--- src/rtl/l1_ahb_mtx_arb_rr_pkg.sv ---
// Shared L1 AHB matrix definitions: AHB transfer/burst codes,
// the arbiter state encoding and a burst length helper.
package l1_ahb_mtx_pkg;

    localparam logic [1:0] HTRANS_IDLE   = 2'b00;
    localparam logic [1:0] HTRANS_BUSY   = 2'b01;
    localparam logic [1:0] HTRANS_NONSEQ = 2'b10;
    localparam logic [1:0] HTRANS_SEQ    = 2'b11;

    localparam logic [2:0] HBURST_SINGLE = 3'b000;
    localparam logic [2:0] HBURST_INCR   = 3'b001;
    localparam logic [2:0] HBURST_WRAP4  = 3'b010;
    localparam logic [2:0] HBURST_INCR4  = 3'b011;
    localparam logic [2:0] HBURST_WRAP8  = 3'b100;
    localparam logic [2:0] HBURST_INCR8  = 3'b101;
    localparam logic [2:0] HBURST_WRAP16 = 3'b110;
    localparam logic [2:0] HBURST_INCR16 = 3'b111;

    localparam int CW = 8;

    typedef enum logic [1:0] {
        ST_NOPORT,
        ST_GRANT,
        ST_BURST,
        ST_LOCKED
    } arb_state_e;

    function automatic logic [4:0] burst_beats(input logic [2:0] hburst);
        logic [4:0] n;
        case (hburst)
            HBURST_WRAP4, HBURST_INCR4:   n = 5'd4;
            HBURST_WRAP8, HBURST_INCR8:   n = 5'd8;
            HBURST_WRAP16, HBURST_INCR16: n = 5'd16;
            HBURST_SINGLE, HBURST_INCR:   n = 5'd0;
            default:                      n = 5'd0;
        endcase
        return n;
    endfunction

endpackage

--- src/rtl/l1_ahb_mtx_arb_rr_if.sv ---
// Arbiter bus bundle: requests and slave address-phase controls in,
// registered grant (addr_in_port, no_port) out.
interface l1_ahb_mtx_arb_rr_if #(
    parameter int NUM_PORTS = 3,
    parameter int PW        = $clog2(NUM_PORTS)
);
    logic [NUM_PORTS-1:0] req_port;
    logic                 HREADYM;
    logic                 HSELM;
    logic [1:0]           HTRANSM;
    logic [2:0]           HBURSTM;
    logic                 HMASTLOCKM;
    logic [PW-1:0]        addr_in_port;
    logic                 no_port;

    modport master (
        output req_port, HREADYM, HSELM,
        output HTRANSM, HBURSTM, HMASTLOCKM,
        input  addr_in_port, no_port
    );

    modport slave (
        input  req_port, HREADYM, HSELM,
        input  HTRANSM, HBURSTM, HMASTLOCKM,
        output addr_in_port, no_port
    );
endinterface

--- src/rtl/l1_ahb_mtx_rr_pick.sv ---
// Rotating-priority picker: first set req bit after i_last_ptr wins.
// Ports: i_req, i_last_ptr in; o_winner, o_any_req out.
module l1_ahb_mtx_rr_pick #(
    parameter int NUM_PORTS = 3,
    parameter int PW        = $clog2(NUM_PORTS)
) (
    input  logic [NUM_PORTS-1:0] i_req,
    input  logic [PW-1:0]        i_last_ptr,
    output logic [PW-1:0]        o_winner,
    output logic                 o_any_req
);

    logic          w_found;
    logic [PW-1:0] w_idx;

    always_comb begin
        o_winner = i_last_ptr;
        w_found  = 1'b0;
        w_idx    = '0;
        for (int k = 1; k <= NUM_PORTS; k++) begin
            w_idx = PW'((int'(i_last_ptr) + k) % NUM_PORTS);
            if (!w_found && i_req[w_idx]) begin
                o_winner = w_idx;
                w_found  = 1'b1;
            end
        end
        o_any_req = |i_req;
    end

endmodule

--- src/rtl/l1_ahb_mtx_arb_rr.sv ---
// Round-robin, burst/lock-aware output arbiter for one slave port.
// Ports: HCLK, HRESETn (async low), bus (slave modport of arbiter if).
module l1_ahb_mtx_arb_rr
    import l1_ahb_mtx_pkg::*;
#(
    parameter int NUM_PORTS = 3,
    parameter int QUANTUM   = 16,
    parameter int PW        = $clog2(NUM_PORTS)
) (
    input  logic              HCLK,
    input  logic              HRESETn,
    l1_ahb_mtx_arb_rr_if.slave bus
);

    localparam logic [CW-1:0] QMAX     = CW'(QUANTUM - 1);
    localparam logic [PW-1:0] LAST_RST = PW'(NUM_PORTS - 1);

    arb_state_e    r_state, w_state;
    logic [PW-1:0] r_port, w_port;
    logic [PW-1:0] r_last, w_last;
    logic [PW-1:0] w_winner;
    logic          r_noport, w_noport;
    logic [CW-1:0] r_cnt, w_cnt, w_cnt_inc;
    logic          w_any, w_arb;
    logic          w_incr, w_fixed, w_others, w_in_burst;
    logic          w_seq, w_busy, w_nseq;

    l1_ahb_mtx_rr_pick #(
        .NUM_PORTS (NUM_PORTS),
        .PW        (PW)
    ) u_pick (
        .i_req      (bus.req_port),
        .i_last_ptr (r_last),
        .o_winner   (w_winner),
        .o_any_req  (w_any)
    );

    assign w_incr     = (bus.HBURSTM == HBURST_INCR);
    assign w_fixed    = (burst_beats(bus.HBURSTM) != 5'd0);
    assign w_seq      = (bus.HTRANSM == HTRANS_SEQ);
    assign w_busy     = (bus.HTRANSM == HTRANS_BUSY);
    assign w_nseq     = (bus.HTRANSM == HTRANS_NONSEQ);
    assign w_in_burst = (r_state == ST_BURST);
    // Requests from anyone other than the current owner.
    assign w_others   = |(bus.req_port & ~(NUM_PORTS'(1) << r_port));
    // INCR beat count saturates at the quantum limit.
    assign w_cnt_inc  = (r_cnt == QMAX) ? QMAX : r_cnt + 1'b1;

    always_comb begin
        w_state  = r_state;
        w_port   = r_port;
        w_last   = r_last;
        w_noport = r_noport;
        w_cnt    = r_cnt;
        w_arb    = 1'b0;
        if (bus.HMASTLOCKM) begin
            w_state = ST_LOCKED;
            w_cnt   = '0;
        end else if (w_in_burst && w_busy &&
                     (w_incr || r_cnt != '0)) begin
            w_cnt = r_cnt;
        end else if (w_in_burst && w_seq && w_fixed &&
                     r_cnt != '0) begin
            w_cnt = r_cnt - 1'b1;
        end else if (w_in_burst && w_seq && w_incr &&
                     !(w_cnt_inc == QMAX && w_others)) begin
            w_cnt = w_cnt_inc;
        end else if (w_nseq && w_fixed) begin
            w_state = ST_BURST;
            w_cnt   = CW'(burst_beats(bus.HBURSTM) - 5'd1);
        end else if (w_nseq && w_incr) begin
            w_state = ST_BURST;
            w_cnt   = '0;
        end else begin
            w_arb = 1'b1;
        end
        if (w_arb) begin
            w_cnt = '0;
            unique case (1'b1)
                w_any: begin
                    w_port   = w_winner;
                    w_last   = w_winner;
                    w_noport = 1'b0;
                    w_state  = ST_GRANT;
                end
                (!w_any && bus.HSELM): begin
                    w_state = r_noport ? ST_NOPORT : ST_GRANT;
                end
                (!w_any && !bus.HSELM): begin
                    w_noport = 1'b1;
                    w_state  = ST_NOPORT;
                end
            endcase
        end
    end

    always_ff @(posedge HCLK or negedge HRESETn) begin
        if (!HRESETn) begin
            r_state  <= ST_NOPORT;
            r_port   <= '0;
            r_last   <= LAST_RST;
            r_noport <= 1'b1;
            r_cnt    <= '0;
        end else if (bus.HREADYM) begin
            r_state  <= w_state;
            r_port   <= w_port;
            r_last   <= w_last;
            r_noport <= w_noport;
            r_cnt    <= w_cnt;
        end
    end

    assign bus.addr_in_port = r_port;
    assign bus.no_port      = r_noport;

endmodule

--- src/flat_wrapper.sv ---
// flat-port wrapper written by rule: the top's interface ports become plain ports
module l1_ahb_mtx_arb_rr_flat import l1_ahb_mtx_pkg::*;
#(
    parameter int NUM_PORTS = 3,
    parameter int QUANTUM   = 16,
    parameter int PW        = $clog2(NUM_PORTS)
)
  (HCLK, HRESETn, bus_req_port, bus_HREADYM, bus_HSELM, bus_HTRANSM, bus_HBURSTM, bus_HMASTLOCKM, bus_addr_in_port, bus_no_port);
  l1_ahb_mtx_arb_rr_if #(.NUM_PORTS(NUM_PORTS), .PW(PW)) bus_i ();
  input  logic HCLK;
  input  logic HRESETn;
  input wire logic [$bits(bus_i.req_port)-1:0] bus_req_port;
  input wire logic [$bits(bus_i.HREADYM)-1:0] bus_HREADYM;
  input wire logic [$bits(bus_i.HSELM)-1:0] bus_HSELM;
  input wire logic [$bits(bus_i.HTRANSM)-1:0] bus_HTRANSM;
  input wire logic [$bits(bus_i.HBURSTM)-1:0] bus_HBURSTM;
  input wire logic [$bits(bus_i.HMASTLOCKM)-1:0] bus_HMASTLOCKM;
  output wire logic [$bits(bus_i.addr_in_port)-1:0] bus_addr_in_port;
  output wire logic [$bits(bus_i.no_port)-1:0] bus_no_port;
  assign bus_i.req_port = bus_req_port;
  assign bus_i.HREADYM = bus_HREADYM;
  assign bus_i.HSELM = bus_HSELM;
  assign bus_i.HTRANSM = bus_HTRANSM;
  assign bus_i.HBURSTM = bus_HBURSTM;
  assign bus_i.HMASTLOCKM = bus_HMASTLOCKM;
  assign bus_addr_in_port = bus_i.addr_in_port;
  assign bus_no_port = bus_i.no_port;
  l1_ahb_mtx_arb_rr #(.NUM_PORTS(NUM_PORTS), .QUANTUM(QUANTUM), .PW(PW)) u_core (.HCLK(HCLK), .HRESETn(HRESETn), .bus(bus_i));
endmodule
--- config.mk ---
export PLATFORM = sky130hd
export DESIGN_NAME = l1_ahb_mtx_arb_rr_flat
export DESIGN_NICKNAME = d
export VERILOG_FILES = /design/src/rtl/l1_ahb_mtx_arb_rr_pkg.sv /design/src/rtl/l1_ahb_mtx_arb_rr_if.sv /design/src/rtl/l1_ahb_mtx_rr_pick.sv /design/src/rtl/l1_ahb_mtx_arb_rr.sv /design/src/flat_wrapper.sv
export SDC_FILE = /design/constraint.sdc
export NUM_CORES = 1
export LEC_CHECK = 0
export CAP_MARGIN = 20
export CORE_ASPECT_RATIO = 1.4
export CORE_MARGIN = 4
export CORE_UTILIZATION = 57
export DETAILED_ROUTE_END_ITERATION = 6
export HOLD_SLACK_MARGIN = 0.05
export PLACE_DENSITY = 0.87
export SETUP_SLACK_MARGIN = 0.15
export SLEW_MARGIN = 25
export SYNTH_ARGS = -nofsm -noshare
export SYNTH_HDL_FRONTEND = slang
export SYNTH_SLANG_ARGS = --single-unit
--- constraint.sdc ---
create_clock -name HCLK -period 2.8 [get_ports HCLK]
set_clock_uncertainty 0.15 [all_clocks]
set_input_delay 0.56 -clock HCLK [delete_from_list [all_inputs] [get_ports HCLK]]
set_output_delay 0.56 -clock HCLK [all_outputs]
set_load 0.005 [all_outputs]
==> Word level (Yosys, flattened, before mapping) <==
Memories as Yosys holds them, arrays and structs flattened.
Index checks and enable logic that the tools add are counted.
{ "word_totals": {"reg_bits": 15, "elab_cells": 103, "mem_count": 2, "mem_bits_ro": 48} }
{ "classes": {"mux": 40, "n_bitwise": 2, "n_lt_le_gt_ge": 3, "shift": 1, "div": 3, "reduce_logical": 31, "add_sub_neg": 6, "eq_ne": 10} }
{ "mem_list": {"columns": ["name", "words", "width", "read_ports", "rd_ports_with_merged_regs", "wr", "line_no", "text"], "rows": [
  ["(name not given)", 8, 3, 1, 0, 0, "l1_ahb_mtx_arb_rr_pkg.sv:30", "case (hburst)"],
  ["(name not given)", 8, 3, 1, 0, 0, "l1_ahb_mtx_arb_rr_pkg.sv:30", null]
]} }
{ "ops": {"columns": ["cell", "count"], "rows": [
  ["modulo 32 x 3 -> 32 bit, second input constant", 3],
  ["two-way mux 8 bit", 8],
  ["two-way mux 5 bit", 5],
  ["two-way mux 2 bit", 10],
  ["equality test 8 x 4 -> 1 bit, second input constant", 2],
  ["logical AND 1 bit", 14],
  ["two-way mux 1 bit", 12],
  ["< comparator 2 x 3 -> 1 bit, second input constant", 3],
  ["!= test 3 x 2 -> 1 bit, second input constant", 3],
  ["AND reduction 3 bit", 3],
  ["adder 8 x 1 -> 8 bit, second input constant", 1],
  ["nonzero test 8 bit", 1],
  ["subtractor 8 x 1 -> 8 bit, second input constant", 1],
  ["adder 2 x 2 -> 3 bit, second input constant", 2],
  ["binary-select mux 1 bit (select 2 bit)", 3],
  ["equality test 2 bit, second input constant", 3],
  ["one-hot mux 2 bit (3 select lines)", 1],
  ["nonzero test 6 bit", 1],
  ["OR reduction 3 bit", 2],
  ["subtractor 5 x 1 -> 6 bit, second input constant", 1],
  ["zero test 1 bit", 5],
  ["AND reduction 5 bit", 1],
  ["nonzero test 5 bit", 1],
  ["nonzero test 4 bit", 1],
  ["9 further kinds", 9]
]} }

==> Longest topological paths before layout <==
{ "depth": {"ltp_word": 18, "depth_mapped": 10, "ltp_nobuf": 8} }

==> Hierarchy <==
From an unflattened synthesis, not the netlist that was laid out.
{ "unflattened": {"hier_cells": 185, "hier_area_um2": 1641.6} }
{ "by_module_without_submodules": {"columns": ["module", "instances", "cells_each", "seq_area_each_um2", "area_each_um2"], "rows": [
  ["l1_ahb_mtx_arb_rr", 1, 148, 352.8, 1362.6],
  ["l1_ahb_mtx_rr_pick", 1, 37, 0.0, 279.0]
]} }

==> Worst setup path before layout <==
No wires, ideal clock.
{ "synth_timing": {"path_type": "reg2reg", "from": "register u_core.r_cnt[0]", "to": "register u_core.r_cnt[1]", "arrival_ps": 2286, "stages_incl_launch_ff": 9, "slack_ps": 230, "setup_ps": 134, "path_buffers": 0, "required_ps": 2516, "path_cell_list": "dfrtp_1 inv_1 ha_1 and3b_1 o22ai_1 nor4_2 a31oi_4 o311ai_4 o21ai_1"} }
{ "synth_via": {"elab_chain_cells": 12, "word_cells_on_any_way": 24, "cone_classes": "2 x add/sub; 3 x eq/ne; 10 x mux; 9 x reduce/logical"} }
{ "synth_rtl": {"columns": ["item", "line_no", "text"], "rows": [
  ["start, declared", "l1_ahb_mtx_arb_rr.sv:23", "logic [CW-1:0] r_cnt, w_cnt, w_cnt_inc;"],
  ["start signal, assigned", "l1_ahb_mtx_arb_rr.sv:109", "r_cnt <= w_cnt;"],
  ["adder 8 x 1 -> 8 bit / equality test 8 x 4 -> 1 bit (equally long branches)", "l1_ahb_mtx_arb_rr.sv:47", "assign w_cnt_inc = (r_cnt == QMAX) ? QMAX : r_cnt + 1'b1;"],
  ["two-way mux 8 bit", "l1_ahb_mtx_arb_rr.sv:47", null],
  ["equality test 8 x 4 -> 1 bit", "l1_ahb_mtx_arb_rr.sv:66", "!(w_cnt_inc == QMAX && w_others)) begin"],
  ["logical AND 1 bit", "l1_ahb_mtx_arb_rr.sv:66", null],
  ["zero test 1 bit", "l1_ahb_mtx_arb_rr.sv:66", null],
  ["logical AND 1 bit", "l1_ahb_mtx_arb_rr.sv:65", "end else if (w_in_burst && w_seq && w_incr &&"],
  ["two-way mux 1 bit", "l1_ahb_mtx_arb_rr.sv:65", null],
  ["two-way mux 1 bit", "l1_ahb_mtx_arb_rr.sv:62", "end else if (w_in_burst && w_seq && w_fixed &&"],
  ["two-way mux 1 bit", "l1_ahb_mtx_arb_rr.sv:59", "end else if (w_in_burst && w_busy &&"],
  ["two-way mux 1 bit", "l1_ahb_mtx_arb_rr.sv:56", "if (bus.HMASTLOCKM) begin"],
  ["!= test 3 x 2 -> 1 bit (no source line) / nonzero test 6 bit (equally long branches)", null, null],
  ["AND reduction 3 bit (no source line)", null, null]
]} }
Parallel ways exist; a longest one is shown, timed or not. The select of a mux whose other input is x is not followed.
A chain may end at the register's enable or synchronous reset.

==> Worst setup path after layout <==
{ "layout_timing": {"from": "register u_core.r_cnt[0]", "to": "register u_core.r_cnt[2]"} }
The elaborated chain is that of the path after synthesis.

==> results.cfg <==
[status]
status = finished clean

[cts]
path_clk_slew_ns = 0.08
h-tree-depth = 1
clkLatencyLatePin_ns = 0.29
cts_buffer_depth = 2
cts_root_buffer = clkbuf_4
cts_tree = done
cts_sinks = 14
cts_buffers = 3

[power]
p_per_area_nw_per_um2 = 460.9
peakVddDrop_uv = 306.7
seqPwrFrac = 0.323
p_sw_frac = 0.4137
switching_power_uw = 356.9
clkPwrFrac = 0.138
power.static_leakage_uw = 0.0007368
p_int_uw = 505.8
pwr-share-comb = 0.539

[timing]
hold_violations = 0
min_period_over_period = 0.9152
relSlewSlack = 0.5084
rsz0062_at_grt = no
max_freq_mhz = 390.2
tightest_slew_ns = 0.7306
slew_viol_final = 0
finalSetupViolCount = 0
finalCriticalPeriod_ns = 2.562

[synth]
synth_top_family_by_area = compound AO/OA/AOI/OAI gates
yosysTopAreaCellShare = 0.1900
avgSynthCellArea_sq_um = 7.823
synth.area.top_cells = dfrtp_1, ha_1, o21ai_0
synthMuxAreaShare = 0.006334
synth.most_common_cell = o21ai_0
synth_top_cell_by_area = dfrtp_1
yosysWarnings = 0
yosys.area_share.simple = 0.2740
ys_seq_area_frac = 0.2233
synth_compound_area_frac = 0.3278
synth.cell_area_sq_um = 1580
synth-adder-area-share = 0.07126
synthFlopType = dfrtp_1
syn_inst = 202
synth-seq-cells = 14
synth-async-reset-ratio = 1.000
yosys-top-cells-count = o21ai_0, a21oi_1, nand2_1, nor2_1, inv_1
synth_xor_xnor_area_share = 0.02771
synth.net_count = 224
synthDistinctLibCells = 59
synth_edf_count = 0

[global_routing]
gr-total-overflow = 0
antenna_found_initial = 0
grt_use_total = 0.2507
grt_max_degree = 15
grt_pass1_wl_um = 7155
grt_pass1_vias = 1620

[routing]
drt_wl_total_um = 4405
viasPerCell = 6.561
ant_nets = 0
drtPass1Iterations = 4
drc = 0
vias = 1719
drt-initial-drc-count = 84
wl_per_cell_um = 16.81

[cells_and_area]
drive_gt1_frac = 0.1549
fin_cells = 262
final_util = 0.7083
nets = 250
syn2layout_area_growth_pct = 18.45
diodes = 0

[floorplanning]
io_pins = 16
core_area_sq_um = 2643
dieArea_sq_um = 3691
initial_utilization = 0.5980
num_rows = 22
die-width_um = 52.50
die_h_um = 70.30

[placed_design]
io_buffers = 15
hpwl_um = 3402
dp.cells = 256
routabilityCongestion = 1.014

[critical_path]
path_class = register to register
crit_required_ns = 2.83
startpoint_type = register
worstPathArrival_ns = 2.59
crit_fanout = 6
endpoint_kind = register

[job]
drv_cap = 0

[min_path]
min_path_type = register to register
## metrics by stage
step	hold slack (ns)	TNS [ns]	cell area [sq um]	setup slack (ns)	power [uW]
final	0.3473	0	1872	0.2375	862.7
after global routing	0.3794	0	1872	0.1537	936.3
after CTS	0.3537	0	1847	0.1539	857.5
after detailed placement	0.3410	-2.559	1819	-0.2370	735.4
after global placement	0.3311	-1.407	1819	-0.1579	710.9
after floorplan	0.1144	0	1580	0.2300	598.6
## final timing paths
kind	start	end	slack (ns)	cells after the start
max	u_core.r_cnt[0]	u_core.r_cnt[2]	0.24	9
min	u_core.bus.no_port	u_core.bus.no_port	0.35	2
max reg2reg	u_core.r_cnt[0]	u_core.r_cnt[2]	0.24	9
min reg2reg	u_core.bus.no_port	u_core.bus.no_port	0.35	2
max in group asynchronous	HRESETn	u_core.r_cnt[2]	1.55	1
min in group asynchronous	HRESETn	u_core.r_cnt[4]	0.52	1
## layout by cell type (no fill, tap or decap), types with 2 or more instances in the layout
cell and count:
o21ai_1 9, nor3_1 10, nand3_1 6, dfrtp_1 12, a22o_1 2, xor2_1 4, clkbuf_4 3, o211ai_1 2
a21oi_1 15, nand2_1 14, a211oi_1 3, inv_1 13, or4_1 2, nand4_1 2, buf_4 17, nand2b_1 3
nor3b_1 2, clkdlybuf4s50_1 15, nor2b_1 2, a31oi_1 4, nor2_1 14, and3_1 2, ha_1 9, o31ai_1 4
or3_1 3, nor4_1 4, o22a_1 2, o21ai_0 16, dfstp_2 2
## critical path: stages (launching register included)
cell      delay [ns]
dfrtp_1         0.44
inv_1           0.08
ha_1            0.35
and3b_1         0.17
o22ai_1         0.09
nor4_2          0.43
a31oi_4         0.22
o311ai_4        0.27
buf_4           0.18
o21ai_1         0.07
## timing repair
action	CTS	global route
pin swaps	1	2
endpoints found under the setup margin	10	9
gates resized for setup	1	1
setup buffers	0	3
hold buffers	0	0
## per-layer routing
metal  routed length [um]  GRT usage  part of all wire
met1                 1665     0.2751              0.38
met2                 2428     0.4530              0.55
met3                  198    0.02132             0.045
met4                  113     0.1307             0.026
met5                    0          0                 0
## state kept, by name, summed over array words and instances, names as in the netlist
name,flops
u_core.bus.addr_in_port,1
u_core.bus.no_port,1
u_core.r_cnt,8
u_core.r_last,2
u_core.r_state,2
## power groups by stage
| stage | Sequential (uW) | Combinational (uW) | Clock [uW] |
|---|---|---|---|
| after global routing | 286 | 520 | 130 |
| after CTS | 279 | 456 | 122 |
| after detailed placement | 283 | 452 | 0 |
| after global placement | 280 | 431 | 0 |
| after floorplan | 271 | 328 | 0 |
| final | 279 | 465 | 119 |
## layout make-up
cell class / instances / area [sq um]
multi-input combinational: 164 / 1125
tap: 36 / 45.04
fill: 218 / 770.7
sequential: 14 / 352.8
inverter: 13 / 48.80
timing repair buffer: 32 / 277.8
clock buffer: 3 / 22.52
## cells by family after synthesis
group | after synthesis
AOI/OAI and AO/OA | 73
xor gates and xnor gates | 5
adders and majority gates | 9
buffers and inverters | 24
DFF | 14
muxes | 1
and+or+nand+nor | 76
Note: power is estimated with default switching activity, not from simulation.
